==> src/rtl/fp16_div_seq_if.sv <==
// Operand/result handshake bundle for the fp16 sequential divider.
// The master drives operands and consumes results; the slave divides.
interface fp16_div_seq_if;
   logic        in_valid;
   logic        in_ready;
   logic [15:0] x;
   logic [15:0] y;
   logic [1:0]  roundmode;
   logic        out_valid;
   logic        out_ready;
   logic [15:0] quotient;
   logic [4:0]  flags;

   modport master (
      output in_valid,
      output x,
      output y,
      output roundmode,
      output out_ready,
      input  in_ready,
      input  out_valid,
      input  quotient,
      input  flags
   );

   modport slave (
      input  in_valid,
      input  x,
      input  y,
      input  roundmode,
      input  out_ready,
      output in_ready,
      output out_valid,
      output quotient,
      output flags
   );
endinterface

==> src/rtl/fp16_div_seq.sv <==
// Iterative fp16 divider q = x / y: radix-2 restoring mantissa
// division, one quotient bit per cycle, fixed 15-edge latency.
module fp16_div_seq #(
   parameter logic [15:0] QNAN = 16'h7e00
) (
   input  logic          clk,
   input  logic          reset_n,
   fp16_div_seq_if.slave bus
);

   typedef enum logic [1:0] {
      S_IDLE,
      S_DIVIDE,
      S_ROUND,
      S_DONE
   } state_t;

   state_t             r_state;
   state_t             w_next;
   logic               w_accept;

   logic [14:0]        r_x;
   logic [14:0]        r_y;
   logic [1:0]         r_rm;
   logic               r_sign;
   logic [3:0]         r_cnt;
   logic [11:0]        r_rem;
   logic [12:0]        r_q;
   logic [15:0]        r_quot;
   logic [4:0]         r_flags;

   logic [10:0]        w_my;
   logic               w_ge;
   logic [10:0]        w_diff;
   logic [10:0]        w_rem_nx;

   logic               w_hi;
   logic [9:0]         w_sig;
   logic               w_g;
   logic               w_s;
   logic               w_inc;
   logic [10:0]        w_sum;
   logic signed [6:0]  w_e0;
   logic signed [6:0]  w_e;
   logic               w_ovf;
   logic               w_unf;

   logic               w_xnan;
   logic               w_ynan;
   logic               w_xinf;
   logic               w_yinf;
   logic               w_xzero;
   logic               w_yzero;
   logic [15:0]        w_res;
   logic [4:0]         w_flg;

   always_ff @(posedge clk or negedge reset_n) begin
      if (!reset_n) begin
         r_state <= S_IDLE;
      end else begin
         r_state <= w_next;
      end
   end

   always_comb begin
      w_next   = r_state;
      w_accept = 1'b0;
      case (r_state)
         S_IDLE: begin
            if (bus.in_valid) begin
               w_next   = S_DIVIDE;
               w_accept = 1'b1;
            end
         end
         S_DIVIDE: begin
            if (r_cnt == 4'd13) begin
               w_next = S_ROUND;
            end
         end
         S_ROUND: begin
            w_next = S_DONE;
         end
         S_DONE: begin
            if (bus.out_ready) begin
               w_next = S_IDLE;
            end
         end
         default: begin
            w_next = S_IDLE;
         end
      endcase
   end

   assign bus.in_ready  = (r_state == S_IDLE);
   assign bus.out_valid = (r_state == S_DONE);
   assign bus.quotient  = r_quot;
   assign bus.flags     = r_flags;

   // The remainder is always below my after a subtract, so 11 bits of
   // the difference are exact even when r_rem[11] is set.
   assign w_my     = {1'b1, r_y[9:0]};
   assign w_ge     = (r_rem >= {1'b0, w_my});
   assign w_diff   = r_rem[10:0] - w_my;
   assign w_rem_nx = w_ge ? w_diff : r_rem[10:0];

   always_ff @(posedge clk or negedge reset_n) begin
      if (!reset_n) begin
         r_x     <= '0;
         r_y     <= '0;
         r_rm    <= '0;
         r_sign  <= 1'b0;
         r_cnt   <= '0;
         r_rem   <= '0;
         r_q     <= '0;
         r_quot  <= '0;
         r_flags <= '0;
      end else begin
         if (w_accept) begin
            r_x    <= bus.x[14:0];
            r_y    <= bus.y[14:0];
            r_rm   <= bus.roundmode;
            r_sign <= bus.x[15] ^ bus.y[15];
            r_cnt  <= '0;
         end else if (r_state == S_DIVIDE) begin
            r_cnt <= r_cnt + 4'd1;
            // Count 0 seeds the remainder; counts 1..13 emit bits.
            if (r_cnt == 4'd0) begin
               r_rem <= {1'b0, 1'b1, r_x[9:0]};
               r_q   <= '0;
            end else begin
               r_rem <= {w_rem_nx, 1'b0};
               r_q   <= {r_q[11:0], w_ge};
            end
         end
         if (r_state == S_ROUND) begin
            r_quot  <= w_res;
            r_flags <= w_flg;
         end
      end
   end

   always_comb begin
      w_hi  = r_q[12];
      w_sig = w_hi ? r_q[11:2] : r_q[10:1];
      w_g   = w_hi ? r_q[1] : r_q[0];
      w_s   = (w_hi & r_q[0]) | (r_rem != 12'd0);
      w_e0  = $signed({2'b00, r_x[14:10]})
            - $signed({2'b00, r_y[14:10]})
            + (w_hi ? 7'sd15 : 7'sd14);
      case (r_rm)
         2'b01:   w_inc = w_g & (w_s | w_sig[0]);
         2'b10:   w_inc = (w_g | w_s) & r_sign;
         2'b11:   w_inc = (w_g | w_s) & ~r_sign;
         default: w_inc = 1'b0;
      endcase
      w_sum = {1'b0, w_sig} + {10'd0, w_inc};
      w_e   = w_e0 + $signed({6'd0, w_sum[10]});
      w_ovf = (w_e >= 7'sd31);
      w_unf = (w_e <= 7'sd0);
   end

   always_comb begin
      w_xnan  = (&r_x[14:10]) & (|r_x[9:0]);
      w_ynan  = (&r_y[14:10]) & (|r_y[9:0]);
      w_xinf  = (&r_x[14:10]) & ~(|r_x[9:0]);
      w_yinf  = (&r_y[14:10]) & ~(|r_y[9:0]);
      w_xzero = (r_x == 15'd0);
      w_yzero = (r_y == 15'd0);

      w_res = {r_sign, w_e[4:0], w_sum[9:0]};
      w_flg = {4'b0000, w_g | w_s};
      if (w_ovf) begin
         w_res = {r_sign, 5'h1f, 10'd0};
         w_flg = 5'b00101;
      end else if (w_unf) begin
         w_res = {r_sign, 15'd0};
         w_flg = 5'b00011;
      end

      // Specials override whatever the mantissa path produced.
      if (w_xnan | w_ynan | (w_xzero & w_yzero) | (w_xinf & w_yinf)) begin
         w_res = QNAN;
         w_flg = 5'b10000;
      end else if (w_xinf) begin
         w_res = {r_sign, 5'h1f, 10'd0};
         w_flg = 5'b00000;
      end else if (w_yinf | w_xzero) begin
         w_res = {r_sign, 15'd0};
         w_flg = 5'b00000;
      end else if (w_yzero) begin
         w_res = {r_sign, 5'h1f, 10'd0};
         w_flg = 5'b01000;
      end
   end

endmodule

==> src/flat_wrapper.sv <==
// flat-port wrapper written by rule: the top's interface ports become plain ports
module fp16_div_seq_flat 
#(
   parameter logic [15:0] QNAN = 16'h7e00
)
  (clk, reset_n, bus_in_valid, bus_x, bus_y, bus_roundmode, bus_out_ready, bus_in_ready, bus_out_valid, bus_quotient, bus_flags);
  fp16_div_seq_if bus_i ();
  input  logic clk;
  input  logic reset_n;
  input wire logic [$bits(bus_i.in_valid)-1:0] bus_in_valid;
  input wire logic [$bits(bus_i.x)-1:0] bus_x;
  input wire logic [$bits(bus_i.y)-1:0] bus_y;
  input wire logic [$bits(bus_i.roundmode)-1:0] bus_roundmode;
  input wire logic [$bits(bus_i.out_ready)-1:0] bus_out_ready;
  output wire logic [$bits(bus_i.in_ready)-1:0] bus_in_ready;
  output wire logic [$bits(bus_i.out_valid)-1:0] bus_out_valid;
  output wire logic [$bits(bus_i.quotient)-1:0] bus_quotient;
  output wire logic [$bits(bus_i.flags)-1:0] bus_flags;
  assign bus_i.in_valid = bus_in_valid;
  assign bus_i.x = bus_x;
  assign bus_i.y = bus_y;
  assign bus_i.roundmode = bus_roundmode;
  assign bus_i.out_ready = bus_out_ready;
  assign bus_in_ready = bus_i.in_ready;
  assign bus_out_valid = bus_i.out_valid;
  assign bus_quotient = bus_i.quotient;
  assign bus_flags = bus_i.flags;
  fp16_div_seq #(.QNAN(QNAN)) u_core (.clk(clk), .reset_n(reset_n), .bus(bus_i));
endmodule
==> config.mk <==
export PLATFORM = sky130hd
export DESIGN_NAME = fp16_div_seq_flat
export DESIGN_NICKNAME = d
export VERILOG_FILES = /design/src/rtl/fp16_div_seq_if.sv /design/src/rtl/fp16_div_seq.sv /design/src/flat_wrapper.sv
export SDC_FILE = /design/constraint.sdc
export NUM_CORES = 1
export LEC_CHECK = 0
export CAP_MARGIN = 30
export CORE_MARGIN = 4
export CORE_UTILIZATION = 64
export DETAILED_ROUTE_END_ITERATION = 16
export DONT_BUFFER_PORTS = 1
export HOLD_SLACK_MARGIN = 0.05
export PLACE_DENSITY = 0.8
export SYNTH_ARGS = -nofsm -noshare
export SYNTH_HDL_FRONTEND = slang
export SYNTH_SLANG_ARGS = --single-unit
==> constraint.sdc <==
create_clock -name clk -period 5.4 [get_ports clk]
set_input_delay 1.62 -clock clk [delete_from_list [all_inputs] [get_ports clk]]
set_output_delay 1.62 -clock clk [all_outputs]
set_load 0.02 [all_outputs]
* Word-level counts from Yosys, hierarchy flattened
Cells that the tools add are included.
** Word-level totals
- Input port bits :: 38
- Output and inout port bits :: 23
- Logic and storage cells :: 90
- Bits in registers :: 85
** Operators by class
- Bitwise logic cells :: 22
- Muxes and demuxes :: 27
- Add/sub/neg operators :: 6
- Magnitude comparators :: 3
- Reductions and logical operators :: 12
- Equality and inequality tests :: 10
** Operators by type and width (number)
- 2-to-1 mux 15 bit :: 5
- logical NOT 15 bit :: 2
- 2-to-1 mux 5 bit :: 4
- OR reduction 10 bit :: 2
- 2-to-1 mux 16 bit :: 1
- 2-to-1 mux 13 bit :: 1
- >= comparator 12 x 11 -> 1 bit :: 1
- 2-to-1 mux 12 bit :: 1
- nonzero test 12 bit :: 1
- adder 10 x 1 -> 11 bit :: 1
- 2-to-1 mux 11 bit :: 1
- subtractor 11 bit :: 1
- AND 1 bit :: 10
- 2-to-1 mux 10 bit :: 1
- AND reduction 5 bit :: 2
- == test 2 bit, second input constant :: 4
- 2-to-1 mux 2 bit :: 4
- 2-to-1 mux 4 bit :: 2
- one-hot mux 2 bit (4 select lines) :: 1
- adder 7 x 2 -> 7 bit :: 1
- adder 7 bit :: 1
- >= comparator 7 x 6 -> 1 bit, second input constant :: 1
- less-or-equal comparator 7 x 1 -> 1 bit, second input constant :: 1
- OR 1 bit :: 7
- other kinds (16) :: 24

* Longest topological paths before layout
- Word-level depth :: 14
- Gate-level depth with buffers :: 19
- Depth with buffers taken out :: 17

* Least setup slack after synthesis
No wires, ideal clock.
- Kind :: reg-to-reg
- Start point :: register u_core.r_q[12]
- End point :: register u_core.r_flags[0], in the netlist u_core.bus.flags[0]
- Clock period less this slack :: 4.083 ns
- Buffers on the path :: 3
- Library setup time :: 0.118 ns
- Setup slack :: 1.317 ns
- Cell stages (with the launch flop) :: 20
- Data required time :: 5.282 ns
- Arrival :: 3.965 ns
- Cell sequence :: dfrtp_1 buf_6 clkbuf_1 nand2_1 a31oi_1 o211a_1 ha_1 ha_1 nand4_1 nor4_1 nand3_1 fa_1 ha_1 xnor2_1 nor2_1 o32ai_1 a22o_1 o21ai_2 buf_4 a21o_1
** On the way
- Longest elaborated chain between the ends :: 14
** Ends and longest elaborated chain
- from (decl) :: RTL line fp16_div_seq.sv:28 : logic [12:0] r_q;
- from (signal assigned) :: RTL line fp16_div_seq.sv:132 : r_q <= {r_q[11:0], w_ge};
- AND 1 bit :: RTL line fp16_div_seq.sv:146 : w_s = (w_hi & r_q[0]) | (r_rem != 12'd0);
- OR 1 bit :: RTL line fp16_div_seq.sv:146
- OR 1 bit, on equally long branches
- AND 1 bit, on equally long branches :: RTL line fp16_div_seq.sv:153, fp16_div_seq.sv:151, fp16_div_seq.sv:152
- one-hot mux 1 bit (3 select lines) :: RTL line fp16_div_seq.sv:150 : case (r_rm)
- adder 10 x 1 -> 11 bit :: RTL line fp16_div_seq.sv:156 : w_sum = {1'b0, w_sig} + {10'd0, w_inc};
- adder 7 x 2 -> 7 bit :: RTL line fp16_div_seq.sv:157 : w_e = w_e0 + $signed({6'd0, w_sum[10]});
- less-or-equal comparator 7 x 1 -> 1 bit :: RTL line fp16_div_seq.sv:159 : w_unf = (w_e <= 7'sd0);
- 2-to-1 mux 2 bit :: RTL line fp16_div_seq.sv:175 : end else if (w_unf) begin
- 2-to-1 mux 3 bit (*) :: RTL line fp16_div_seq.sv:172 : if (w_ovf) begin
- 2-to-1 mux 5 bit (*) :: RTL line fp16_div_seq.sv:190 : end else if (w_yzero) begin
- 2-to-1 mux 5 bit (*) :: RTL line fp16_div_seq.sv:187 : end else if (w_yinf | w_xzero) begin
- 2-to-1 mux 5 bit (*) :: RTL line fp16_div_seq.sv:184 : end else if (w_xinf) begin
- 2-to-1 mux 5 bit (*) :: RTL line fp16_div_seq.sv:181 : if (w_xnan | w_ynan | (w_xzero & w_yzero) | (w_xinf & w_yinf)) begin
- to (signal assigned) :: RTL line fp16_div_seq.sv:137 : r_flags <= w_flg;
- to (decl) :: RTL line fp16_div_seq.sv:30 : logic [4:0] r_flags;
Every way passes the cells marked *; elsewhere a longest branch is shown, timed or not.
A chain may end at the register's enable or synchronous reset.

* Final worst setup path
- Start point :: register u_core.r_q[12]
- End point :: register u_core.r_quot[8], in the netlist u_core.bus.quotient[8]
** On the way
- Longest elaborated chain between the ends :: 14
** Ends and longest elaborated chain
- AND 1 bit :: RTL line fp16_div_seq.sv:146
- OR 1 bit :: RTL line fp16_div_seq.sv:146
- OR 1 bit, on equally long branches :: RTL line fp16_div_seq.sv:152, fp16_div_seq.sv:153, fp16_div_seq.sv:151
- AND 1 bit, on equally long branches :: RTL line fp16_div_seq.sv:153, fp16_div_seq.sv:151, fp16_div_seq.sv:152
- one-hot mux 1 bit (3 select lines) :: RTL line fp16_div_seq.sv:150
- adder 10 x 1 -> 11 bit :: RTL line fp16_div_seq.sv:156
- adder 7 x 2 -> 7 bit :: RTL line fp16_div_seq.sv:157
- less-or-equal comparator 7 x 1 -> 1 bit :: RTL line fp16_div_seq.sv:159
- 2-to-1 mux 15 bit :: RTL line fp16_div_seq.sv:175
- 2-to-1 mux 15 bit (*) :: RTL line fp16_div_seq.sv:172
- 2-to-1 mux 15 bit (*) :: RTL line fp16_div_seq.sv:190
- 2-to-1 mux 15 bit (*) :: RTL line fp16_div_seq.sv:187
- 2-to-1 mux 15 bit (*) :: RTL line fp16_div_seq.sv:184
- 2-to-1 mux 16 bit (*) :: RTL line fp16_div_seq.sv:181
- to (signal assigned) :: RTL line fp16_div_seq.sv:136 : r_quot <= w_res;
- to (decl) :: RTL line fp16_div_seq.sv:29 : logic [15:0] r_quot;
Marked as above.

==> metrics.md <==
| Metric | Value |
|---|---|
| Ant diodes | `0` |
| Sequential share of the synthesized area | `41.2%` |
| Number of max-slew violations in the final report | `0` |
| Number of distinct library cells after synthesis | `74` |
| Clk pin slew, worst setup/hold paths | `0.09 ns` |
| Fraction of met1 tracks used by global routing | `30.9%` |
| Fraction of met3 tracks used by global routing | `under 10%` |
| Most frequently used flop master after synthesis | `dfrtp_1` |
| Fraction of met2 tracks used by global routing | `39.2%` |
| Clock tree from TritonCTS | `built` |
| Die outline area | `9560 um2` |
| Crit Path Class | `reg -> reg` |
| Pin count of the biggest net entering global routing | `86` |
| Final net count | `579` |
| DR iter-0 viols | `224` |
| Routed vias | `3933` |
| Post-synthesis net count | `581` |
| Least-Margin Pin Slew | `0.775 ns` |
| Hold-fix buffers, CTS | `0` |
| Number of max-cap violations | `0` |
| First-pass GRT wire length | `18400 um` |
| Final hold viol count | `0` |
| Number of enable-type register cells in the synthesized netlist | `0` |
| X dimension of the die | `97.8 um` |
| Number of H-tree levels | `3` |
| DRT Wirelength | `about 11000 um` |
| Number of buffers added by the clock tree synthesis step | `9` |
| Worst endpoint data arrival time | `4.75 ns` |
| Count of fill cells added during filler insertion | `577` |
| Setup slack of the most critical reg-to-reg path | `0.91 ns` |
| Number of flip-flops and latches in the synthesized netlist | `85` |
| Clock sink total | `85` |
| Post-synth design cell area | `5160 um2` |
| Number of remaining DRC errors | `0` |
| Kind of end point of the critical path | `flip-flop` |
| Number of nets still failing antenna checks after routing | `0` |
| Worst-Skew Late Latency | `between 0.3 and 0.4 ns` |
| Synthesis-to-layout area growth | `5.28%` |
| Buffers inserted during post-CTS setup optimization | `0` |
| Core Rows | `32` |
| Post-route fraction of the period consumed by the critical path | `83.2%` |
| Root cell of the clock tree | `clkbuf_8` |
| Antenna violations before repair | `0` |
| Overall track demand over capacity in global routing | `between 20% and 30%` |
| Global-route layer with the greatest usage | `met2` |
| Number of detailed-routing iterations run before antenna repair | `5` |
| Die Span Y | `97.8 um` |
| Core utilization of the finished layout | `between 60% and 70%` |
| Synth warn | `0` |
| Weighted congestion at the end of routability-driven global placement | `0.886` |
| Initial standard-cell utilization of the core | `66.4%` |
| Sum of negative setup slack | `0 ns` |
| Post-detailed-placement half-perimeter wirelength | `between 8000 and 9000 um` |
| Final-report setup violation count | `0` |
| Worst-case clock buffer depth | `2` |
| Layout cells sized above 1 | `14.3%` |
| Avg Inst Size Synth | `10.0 um2` |
| # resized after CTS | `0` |
| Via-per-instance ratio | `6.35` |
| Run status | `completed` |
| Number of cells in the design after placement | `604` |
| Worst slew margin relative to its limit | `about half` |
| Unrepaired setup endpoints after global routing | `no` |
| Worst Hold Class | `reg -> reg` |
| Gate count of the mapped netlist | `515` |
| Maximum clock skew at final layout | `0.0120 ns` |
| FFs w/ async S/R, synth | `100%` |
| Via count of the first global-routing pass | `3838` |
| Timing-limited maximum frequency | `0.223 GHz` |
| Port Buffer Count | `0` |
| Finished Layout Cells | `619` |
| Core Region | `a little under 8000 um2` |
| Critical path launch point type | `flip-flop` |
| Detailed-route wire length per cell | `18.0 um` |
| Maximum fanout count along the critical path | `11` |
| Data required time of the critical path | `5.66 ns` |
| Post-layout min period | `between 4 and 5 ns` |
| I/O Pins | `61` |
| Final global-route overflow total | `0` |
## worst max-delay path, stage by stage (launching register included)
cell and delay [ns]:
dfrtp_1 0.37, clkinv_1 0.24, o2111a_1 0.35, a31oi_1 0.14
o211a_1 0.16, ha_1 0.16, ha_1 0.24, nand4_1 0.19
nor4_1 0.36, nand3_1 0.16, fa_1 0.45, ha_1 0.28
xnor2_1 0.28, nor2_1 0.10, o32ai_1 0.28, a22o_1 0.21
o21ai_2 0.15, o32ai_1 0.27
## per-stage QoR
stage | worst slack [ns] | cell area, um2 | hold slack [ns]
final | 0.907 | 5430 | 0.536
after global routing | 0.490 | 5430 | 0.570
after CTS | 0.964 | 5430 | 0.537
after detailed placement | 1.01 | 5240 | 0.518
after global placement | 1.28 | 5230 | 0.502
after floorplan | 1.32 | 5160 | 0.467
## Yosys cell counts (12+ instances only)
cell type / count / area [um2]
xnor2_1: 19 / 166
nand2_1: 33 / 124
o22ai_1: 15 / 93.8
inv_1: 44 / 165
nor2_1: 27 / 101
ha_1: 25 / 313
a21oi_1: 33 / 165
dfrtp_1: 85 / 2130
nor4_1: 14 / 87.6
mux2_2: 32 / 360
clkbuf_1: 12 / 45.0
nand3_1: 13 / 65.1
mux2i_1: 17 / 170
o21ai_0: 16 / 80.1
## cells by family (layout without fill, tap and decap cells)
logic type                 count (synthesis)  count (layout)  synth area share, %
and+or+nand+nor                          140             140                 14.4
buffers and inverters                     64              66                 5.11
adders and majority gates                 28              28                 7.22
DFF                                       85              85                 41.2
AOI/OAI and AO/OA                        121             121                 16.4
xor gates and xnor gates                  26              26                 4.85
muxes                                     51              51                 10.8
## state kept, by name (all words and copies together) (netlist names)
name and flops:
u_core.r_rm 2, u_core.r_x 15, u_core.r_cnt 4, u_core.bus.flags 5
u_core.bus.quotient 16, u_core.r_q 13, u_core.r_rem 12, u_core.r_state 2
u_core.r_y 15, u_core.r_sign 1
## cells in the final DEF, fill, tap and decap left out, types with 3 or more instances in the layout
cell type,synthesis,final
nor2_1,27,27
o21ai_1,3,3
clkbuf_8,0,10
fa_1,3,3
xnor2_1,19,19
a211oi_1,4,4
nand4_1,5,5
nor3_1,5,5
a21o_1,3,3
a21oi_1,33,33
nor3b_1,4,4
nand3_2,3,3
a22o_1,3,3
nand2b_1,5,5
o32ai_1,3,3
inv_1,44,44
mux2i_1,17,17
nor2b_1,10,10
buf_4,2,5
and2_1,4,4
o21ai_0,16,16
nand3_1,13,13
dfrtp_1,85,85
o2bb2ai_1,10,10
o22ai_1,15,15
xor2_1,4,4
nor4_1,14,14
mux2_2,32,32
or2_1,5,5
nand2_1,33,33
ha_1,25,25
## per-layer routing
layer | wire length [um] | part of all wire [%]
met2 | 5450 | 49
met5 | 0 | 0
met3 | 747 | 6.7
met1 | 4670 | 42
met4 | 293 | 2.6
## final cells by class
class | instances | area (um2) | area share [%]
Multi-Input combinational cell | 366 | 2770 | 51.0
Inverter | 46 | 173 | 3.18
Sequential cell | 85 | 2130 | 39.1
Tap cell | 102 | 128 | 2.35
Clock inverter | 4 | 57.6 | 1.06
Timing Repair Buffer | 5 | 37.5 | 0.691
Clock buffer | 11 | 141 | 2.60
## final timing paths
check / end / depth (start not counted) / start
min: u_core.r_rem[9]$_DFFE_PN0P_ / 2 / u_core.r_x[9]$_DFFE_PN0P_
min reg2reg: u_core.r_rem[9]$_DFFE_PN0P_ / 2 / u_core.r_x[9]$_DFFE_PN0P_
max reg2reg: u_core.bus.quotient[8]$_DFFE_PN0P_ / 17 / u_core.r_q[12]$_DFFE_PN0P_
max in group asynchronous: u_core.r_rem[0]$_DFFE_PN0P_ / 0 / reset_n
min in group asynchronous: u_core.bus.flags[3]$_DFFE_PN0P_ / 0 / reset_n
max: u_core.bus.quotient[8]$_DFFE_PN0P_ / 17 / u_core.r_q[12]$_DFFE_PN0P_
Power is not shown: default switching activity piles up to over one toggle a cycle in this logic, so the estimate is an artifact.
